`config.mk`:
```
export PLATFORM = sky130hd
export DESIGN_NAME = jk_mod_counter
export DESIGN_NICKNAME = d
export VERILOG_FILES = /design/src/rtl/jk_counter_pkg.sv /design/src/rtl/jk_cell_rn.sv /design/src/rtl/jk_mod_counter.sv
export SDC_FILE = /design/constraint.sdc
export NUM_CORES = 1
export LEC_CHECK = 0
export ABC_AREA = 1
export BUFFER_PORTS_ARGS = -buffer_cell sky130_fd_sc_hd__buf_2
export CORE_MARGIN = 2
export CORE_UTILIZATION = 55
export CTS_BUF_LIST = sky130_fd_sc_hd__clkbuf_16
export DETAILED_ROUTE_END_ITERATION = 7
export GPL_ROUTABILITY_DRIVEN = 0
export PLACE_DENSITY = 0.83
export SLEW_MARGIN = 20
export SYNTH_ARGS = -nofsm -noshare
export SYNTH_HDL_FRONTEND = slang
export SYNTH_SLANG_ARGS = --single-unit
```
`constraint.sdc`:
```
create_clock -name clk -period 3.4 [get_ports clk]
set_input_delay 0.68 -clock clk [delete_from_list [all_inputs] [get_ports clk]]
set_output_delay 0.68 -clock clk [all_outputs]
set_load 0.1 [all_outputs]
```
`src/rtl/jk_counter_pkg.sv`:
```
// Shared definitions for the JK-based modulo counter: direction encoding and
// the terminal-count helper.
package jk_counter_pkg;

  localparam logic DIR_UP   = 1'b1;
  localparam logic DIR_DOWN = 1'b0;

  // Largest legal count for a given modulus.
  function automatic int unsigned max_count(input int unsigned modulus);
    return modulus - 1;
  endfunction

endpackage

```
`src/rtl/jk_cell_rn.sv`:
```
// Single JK flip-flop with asynchronous active-low clear (q=0, qbar=1).
module jk_cell_rn (
  input  logic clk,
  input  logic rst_n,
  input  logic j,
  input  logic k,
  output logic q,
  output logic qbar
);

  logic q_q;
  logic q_d;

  always_comb begin
    q_d = q_q;
    unique case ({j, k})
      2'b00:   q_d = q_q;
      2'b01:   q_d = 1'b0;
      2'b10:   q_d = 1'b1;
      2'b11:   q_d = ~q_q;
      default: q_d = q_q;
    endcase
  end

  always_ff @(posedge clk or negedge rst_n) begin
    if (!rst_n) begin
      q_q <= 1'b0;
    end else begin
      q_q <= q_d;
    end
  end

  assign q    = q_q;
  assign qbar = ~q_q;

endmodule

```
`src/rtl/jk_mod_counter.sv`:
```
// Modulo-MODULUS up/down counter whose storage is a row of JK cells; J/K per
// bit come from the computed next state via JK excitation.
module jk_mod_counter
  import jk_counter_pkg::*;
#(
  parameter int unsigned WIDTH   = 4,
  parameter int unsigned MODULUS = 10
) (
  input  logic             clk,
  input  logic             rst_n,
  input  logic             en,
  input  logic             up,
  input  logic             load,
  input  logic [WIDTH-1:0] load_val,
  output logic [WIDTH-1:0] q,
  output logic [WIDTH-1:0] qbar,
  output logic             tc,
  output logic             wrap,
  output logic             load_err
);

  if (MODULUS < 2 || 64'(MODULUS) > (64'(1) << WIDTH)) begin : gen_bad_modulus
    $error("jk_mod_counter: MODULUS must satisfy 2 <= MODULUS <= 2**WIDTH");
  end

  localparam logic [WIDTH-1:0] MaxCnt = WIDTH'(max_count(MODULUS));

  logic [WIDTH-1:0] nxt;
  logic [WIDTH-1:0] j;
  logic [WIDTH-1:0] k;
  logic             wrap_d, wrap_q;
  logic             load_err_d, load_err_q;

  always_comb begin
    nxt        = q;
    wrap_d     = 1'b0;
    load_err_d = 1'b0;
    if (load) begin
      if (load_val <= MaxCnt) begin
        nxt = load_val;
      end else begin
        load_err_d = 1'b1;
      end
    end else if (en) begin
      if (up == DIR_UP) begin
        if (q == MaxCnt) begin
          nxt    = '0;
          wrap_d = 1'b1;
        end else if (q > MaxCnt) begin
          // Unreachable state: recover to zero.
          nxt = '0;
        end else begin
          nxt = q + 1'b1;
        end
      end else begin
        if (q == '0) begin
          nxt    = MaxCnt;
          wrap_d = 1'b1;
        end else if (q > MaxCnt) begin
          nxt = '0;
        end else begin
          nxt = q - 1'b1;
        end
      end
    end
  end

  // Excitation: set on 0->1, clear on 1->0, otherwise J=K=0.
  assign j = nxt & ~q;
  assign k = ~nxt & q;

  for (genvar i = 0; i < WIDTH; i++) begin : gen_cells
    jk_cell_rn u_cell (
      .clk  (clk),
      .rst_n(rst_n),
      .j    (j[i]),
      .k    (k[i]),
      .q    (q[i]),
      .qbar (qbar[i])
    );
  end

  assign tc = en & ~load & (((up == DIR_UP) & (q == MaxCnt)) | ((up == DIR_DOWN) & (q == '0)));

  always_ff @(posedge clk or negedge rst_n) begin
    if (!rst_n) begin
      wrap_q     <= 1'b0;
      load_err_q <= 1'b0;
    end else begin
      wrap_q     <= wrap_d;
      load_err_q <= load_err_d;
    end
  end

  assign wrap     = wrap_q;
  assign load_err = load_err_q;

endmodule

```
After elaboration in Yosys (flattened, before gate mapping)
Cells that the tools add are included.
{ "totals": {"reg_bits": 6, "latchBits": 0, "ramBits": 0, "mem_bits_ro": 0, "input_bits": 9, "output_inout_bits": 11, "word_cells": 62, "n_memories": 0} }
{ "classes": {"addsub": 2, "multipliers": 0, "div_mod_pow": 0, "n_lt_le_gt_ge": 2, "eq_ne": 13, "shifts": 0, "muxes": 19, "n_bitwise": 15, "reduce_logical": 5} }
{ "ops": {"columns": ["operator", "n"], "rows": [
  ["2-to-1 mux 4 bit", 8],
  ["equality test 2 bit, second input constant", 8],
  ["one-hot mux 1 bit (3 select lines)", 4],
  ["bitwise AND 4 bit", 2],
  ["equality test 2 x 1 -> 1 bit, second input constant", 4],
  ["zero test 2 bit", 4],
  ["NOT 4 bit", 2],
  ["2-to-1 mux 1 bit", 7],
  ["NOT 1 bit", 6],
  ["adder 4 x 1 -> 4 bit, second input constant", 1],
  ["bitwise AND 1 bit", 4],
  ["equality test 4 bit, second input constant", 1],
  ["> comparator 4 bit, second input constant", 1],
  ["<= comparator 4 bit, second input constant", 1],
  ["zero test 4 bit", 1],
  ["subtractor 4 x 1 -> 4 bit, second input constant", 1],
  ["bitwise OR 1 bit", 1]
]} }

Longest topological paths before layout
{ "depth": {"depth_word": 10, "mapped_depth": 14, "depth_no_buf": 14} }

Modules after synthesis
From an unflattened synthesis, not the netlist that was laid out.
{ "hier_totals": {"hier_cells": 110, "area_unflattened_um2": 641.9} }
{ "modules_own_cells": {"columns": ["mod", "instances", "cells_per_inst", "area_each_um2", "seq_area_each_um2"], "rows": [
  ["jk_mod_counter", 1, 86, 446.7, 50.0],
  ["jk_cell_rn", 4, 6, 48.8, 25.0]
]} }

Least setup slack after synthesis
No wires, ideal clock.
{ "synth_path": {"path_type": "register to output", "start": "reg gen_cells[1].u_cell.q_q", "end": "out tc", "t_arrival_ns": 2.309, "t_required_ns": 2.720, "path_slack_ns": 0.411, "stages_incl_launch_ff": 7, "n_path_buf": 0, "cell_sequence": "dfrtp_1 > inv_1 > ha_1 > nand3_2 > nand2_1 > nand3_1 > nor2_1"} }
{ "synth_between": {"elab_chain_cells": 4, "elab_cells_between_ends": 6, "classes_between": "eq/ne (1); bitwise (4); reduce/logical (1)"} }
{ "synth_rtl": {"columns": ["item", "line_no", "rtl"], "rows": [
  ["start, declared", "jk_cell_rn.sv:11", "logic q_q;"],
  ["start signal, assigned", "jk_cell_rn.sv:29", "q_q <= q_d;"],
  ["equality test 4 bit / zero test 4 bit (equally long branches)", "jk_mod_counter.sv:83", "assign tc = en & ~load & (((up == DIR_UP) & (q == MaxCnt)) | ((up == DIR_DOWN) & (q == '0)));"],
  ["bitwise AND 1 bit", "jk_mod_counter.sv:83", null],
  ["bitwise OR 1 bit *", "jk_mod_counter.sv:83", null],
  ["bitwise AND 1 bit *", "jk_mod_counter.sv:83", null],
  ["end, declared", "jk_mod_counter.sv:17", "output logic tc,"]
]} }
Every way passes the cells marked *; elsewhere a longest branch is shown, timed or not.

Final worst setup path
Same ends and word-level chain as after synthesis.

==> flow_summary.ini <==
[cells_and_area]
multiInputGateArea_sq_um = 443
n_fill_cell = 122
insertedDiodeCount = 0
final_cell_mix = buf_2, nand2_1, inv_1
layout_commonest_cell = buf_2
area_growth_pct = 14.3
final_nets = 135
seq_area_sq_um = 150
drive_gt1_frac = 0.319

[sta]
finalMaxSlewViolations = 0
fin_crit_ps = 2720
fin_skew_ps = 0.427
rsz0062_at_grt = no
worst_pin_slew_ps = 515
finalHoldViolCount = 0
setup_viol = 0
tns_ps = 0
fmax_mhz = 368
maxSlewHeadroom = 0.656
fin_crit_sh = 0.800

[floorplan]
dieArea_sq_mm = 0.00166
die_h_microns = 40.7
core-area_sq_mm = 0.00128
rows = 13
initial_utilization = 0.577
die_w_microns = 40.7
io_pins = 20

[detailed_routing]
wl_per_cell_microns = 12.3
first_pass_iters = 4
wl_mm = 1.61
via_per_inst = 5.26
drt_iter0_markers = 20
ant_nets = 0
vias = 689
drcViolationCount = 0

[synthesis]
ys_types = 25
syn-cell-area_sq_um = 742
ys_seq_elements = 6
synth_area_per_cell_sq_um = 7.13
synth_cells = 104
synth_fp_nets = 121
yosysWarningCount = 0
ys_seq_area_frac = 0.202

[clocking]
cts_tree = built
ctsHoldBuffers = 0
insertion_delay_ps = 230
cts-resized-gates = 0
cts_htree_levels = 1
clkSinkCount = 6
cts_buffer_depth = 2
root_buffer = clkbuf_16
post_cts_buffers = 0
numCtsBuffers = 3
path_clk_slew_ps = 30

[placed_design]
io_buffer_count = 19
place_hpwl_mm = 1.26

[critical_path]
start_kind = flop
worst-setup-path-type = flop to primary output
r2r_slack_ps = 1350
cp_data_required_time_ps = 2720
cp-end-kind = primary output
r2r_cells = 11
critPathArrivalTime_ps = 2040
cp_max_fo = 7
r2r-end = gen_cells[1].u_cell.q
reg2reg_from = gen_cells[1].u_cell.q

[grt]
grt_antenna_before_repair = 0
grtUsageTotal = 0.228
gr-total-overflow = 0
grt_pass1_vias = 605
grt_max_degree = 10
grt_pass1_wl_mm = 2.44

[run_status]
outcome = finished, final reports clean

[hold_path]
hold_class = input pin to asynchronous set/reset pin

[flow_run]
cap_violations = 0
## stage by stage
| stage | hold slack [ps] | area (sq um) | worst slack [ps] | std cells | util |
|---|---|---|---|---|---|
| CTS | 279 | 848 | 687 | 131 | 0.660 |
| detailed placement | 515 | 773 | 954 | 128 | 0.602 |
| global placement | 513 | 773 | 979 | 128 | 0.602 |
| finish | 275 | 848 | 679 | 131 | 0.660 |
| global route | 288 | 848 | 573 | 131 | 0.660 |
| floorplan | 384 | 742 | 411 | 104 | - |
## routing by layer
layer	vias to the layer above	GRT usage	wire length (microns)
met5	-	0	0
met3	5	0.0924	72
li1	357	-	-
met1	312	0.241	693
met4	0	0.0750	24
met2	15	0.405	824
## worst max-delay path: stages, from the launching register on
cell and delay (ps):
dfrtp_1 440, inv_1 220, ha_1 260, nand3_2 140, nand2_1 130, nand3_1 100
nor2_1 90, buf_2 430
## cell type report
class | instances | area share
Sequential cell | 6 | 0.177
Tap cell | 15 | 0.0221
Clock buffer | 3 | 0.0885
Timing Repair Buffer | 19 | 0.112
Inverter | 15 | 0.0782
Multi-Input combinational cell | 73 | 0.522
## worst max path at each step
| stage | from | endpoint | slack, ps | depth (start not counted) |
|---|---|---|---|---|
| 5_1_grt | gen_cells[1].u_cell.q | tc | 570 | 7 |
| 4_1_cts | gen_cells[1].u_cell.q | tc | 690 | 7 |
| 3_3_place_gp | gen_cells[1].u_cell.q | tc | 980 | 7 |
| 6_report | gen_cells[1].u_cell.q | tc | 680 | 7 |
| 2_1_floorplan | gen_cells[1].u_cell.q | tc | 410 | 6 |
| 3_5_place_dp | gen_cells[1].u_cell.q | tc | 950 | 7 |
## kinds of logic after synthesis
kind of cell | after synthesis | share of synthesized area
fa+ha+maj | 8 | 0.135
simple gates | 44 | 0.297
buf+inv | 25 | 0.201
xor+xnor | 2 | 0.0236
flops | 6 | 0.202
compound gates | 19 | 0.142
## Yosys cell counts
| cell type | n | area share |
|---|---|---|
| ha_1 | 8 | 0.13 |
| nand2_2 | 3 | 0.025 |
| nor2_1 | 6 | 0.030 |
| nand2_1 | 18 | 0.091 |
| or2_1 | 1 | 0.0084 |
| buf_4 | 8 | 0.081 |
| nand4_1 | 2 | 0.017 |
| inv_2 | 2 | 0.010 |
| nand3_4 | 1 | 0.024 |
| o21ai_0 | 4 | 0.027 |
| nand3_1 | 8 | 0.054 |
| o22ai_1 | 1 | 0.0084 |
| dfrtp_1 | 6 | 0.20 |
| a21oi_1 | 10 | 0.067 |
| xor2_1 | 2 | 0.024 |
| o21ai_1 | 1 | 0.0067 |
| a31oi_1 | 1 | 0.0084 |
| buf_6 | 2 | 0.030 |
| inv_4 | 1 | 0.0084 |
| o21ai_2 | 1 | 0.012 |
| inv_1 | 11 | 0.056 |
| nor2_2 | 4 | 0.034 |
| nand3_2 | 1 | 0.013 |
| inv_8 | 1 | 0.015 |
| a21oi_2 | 1 | 0.012 |
## registers in the layout (all words and copies together) (netlist names)
| name | flops |
|---|---|
| load_err | 1 |
| wrap | 1 |
| gen_cells.u_cell.q | 4 |
Power is left out: the tool's default activity adds up to more than one toggle a clock period on the data nets, which glitch-free logic cannot reach.
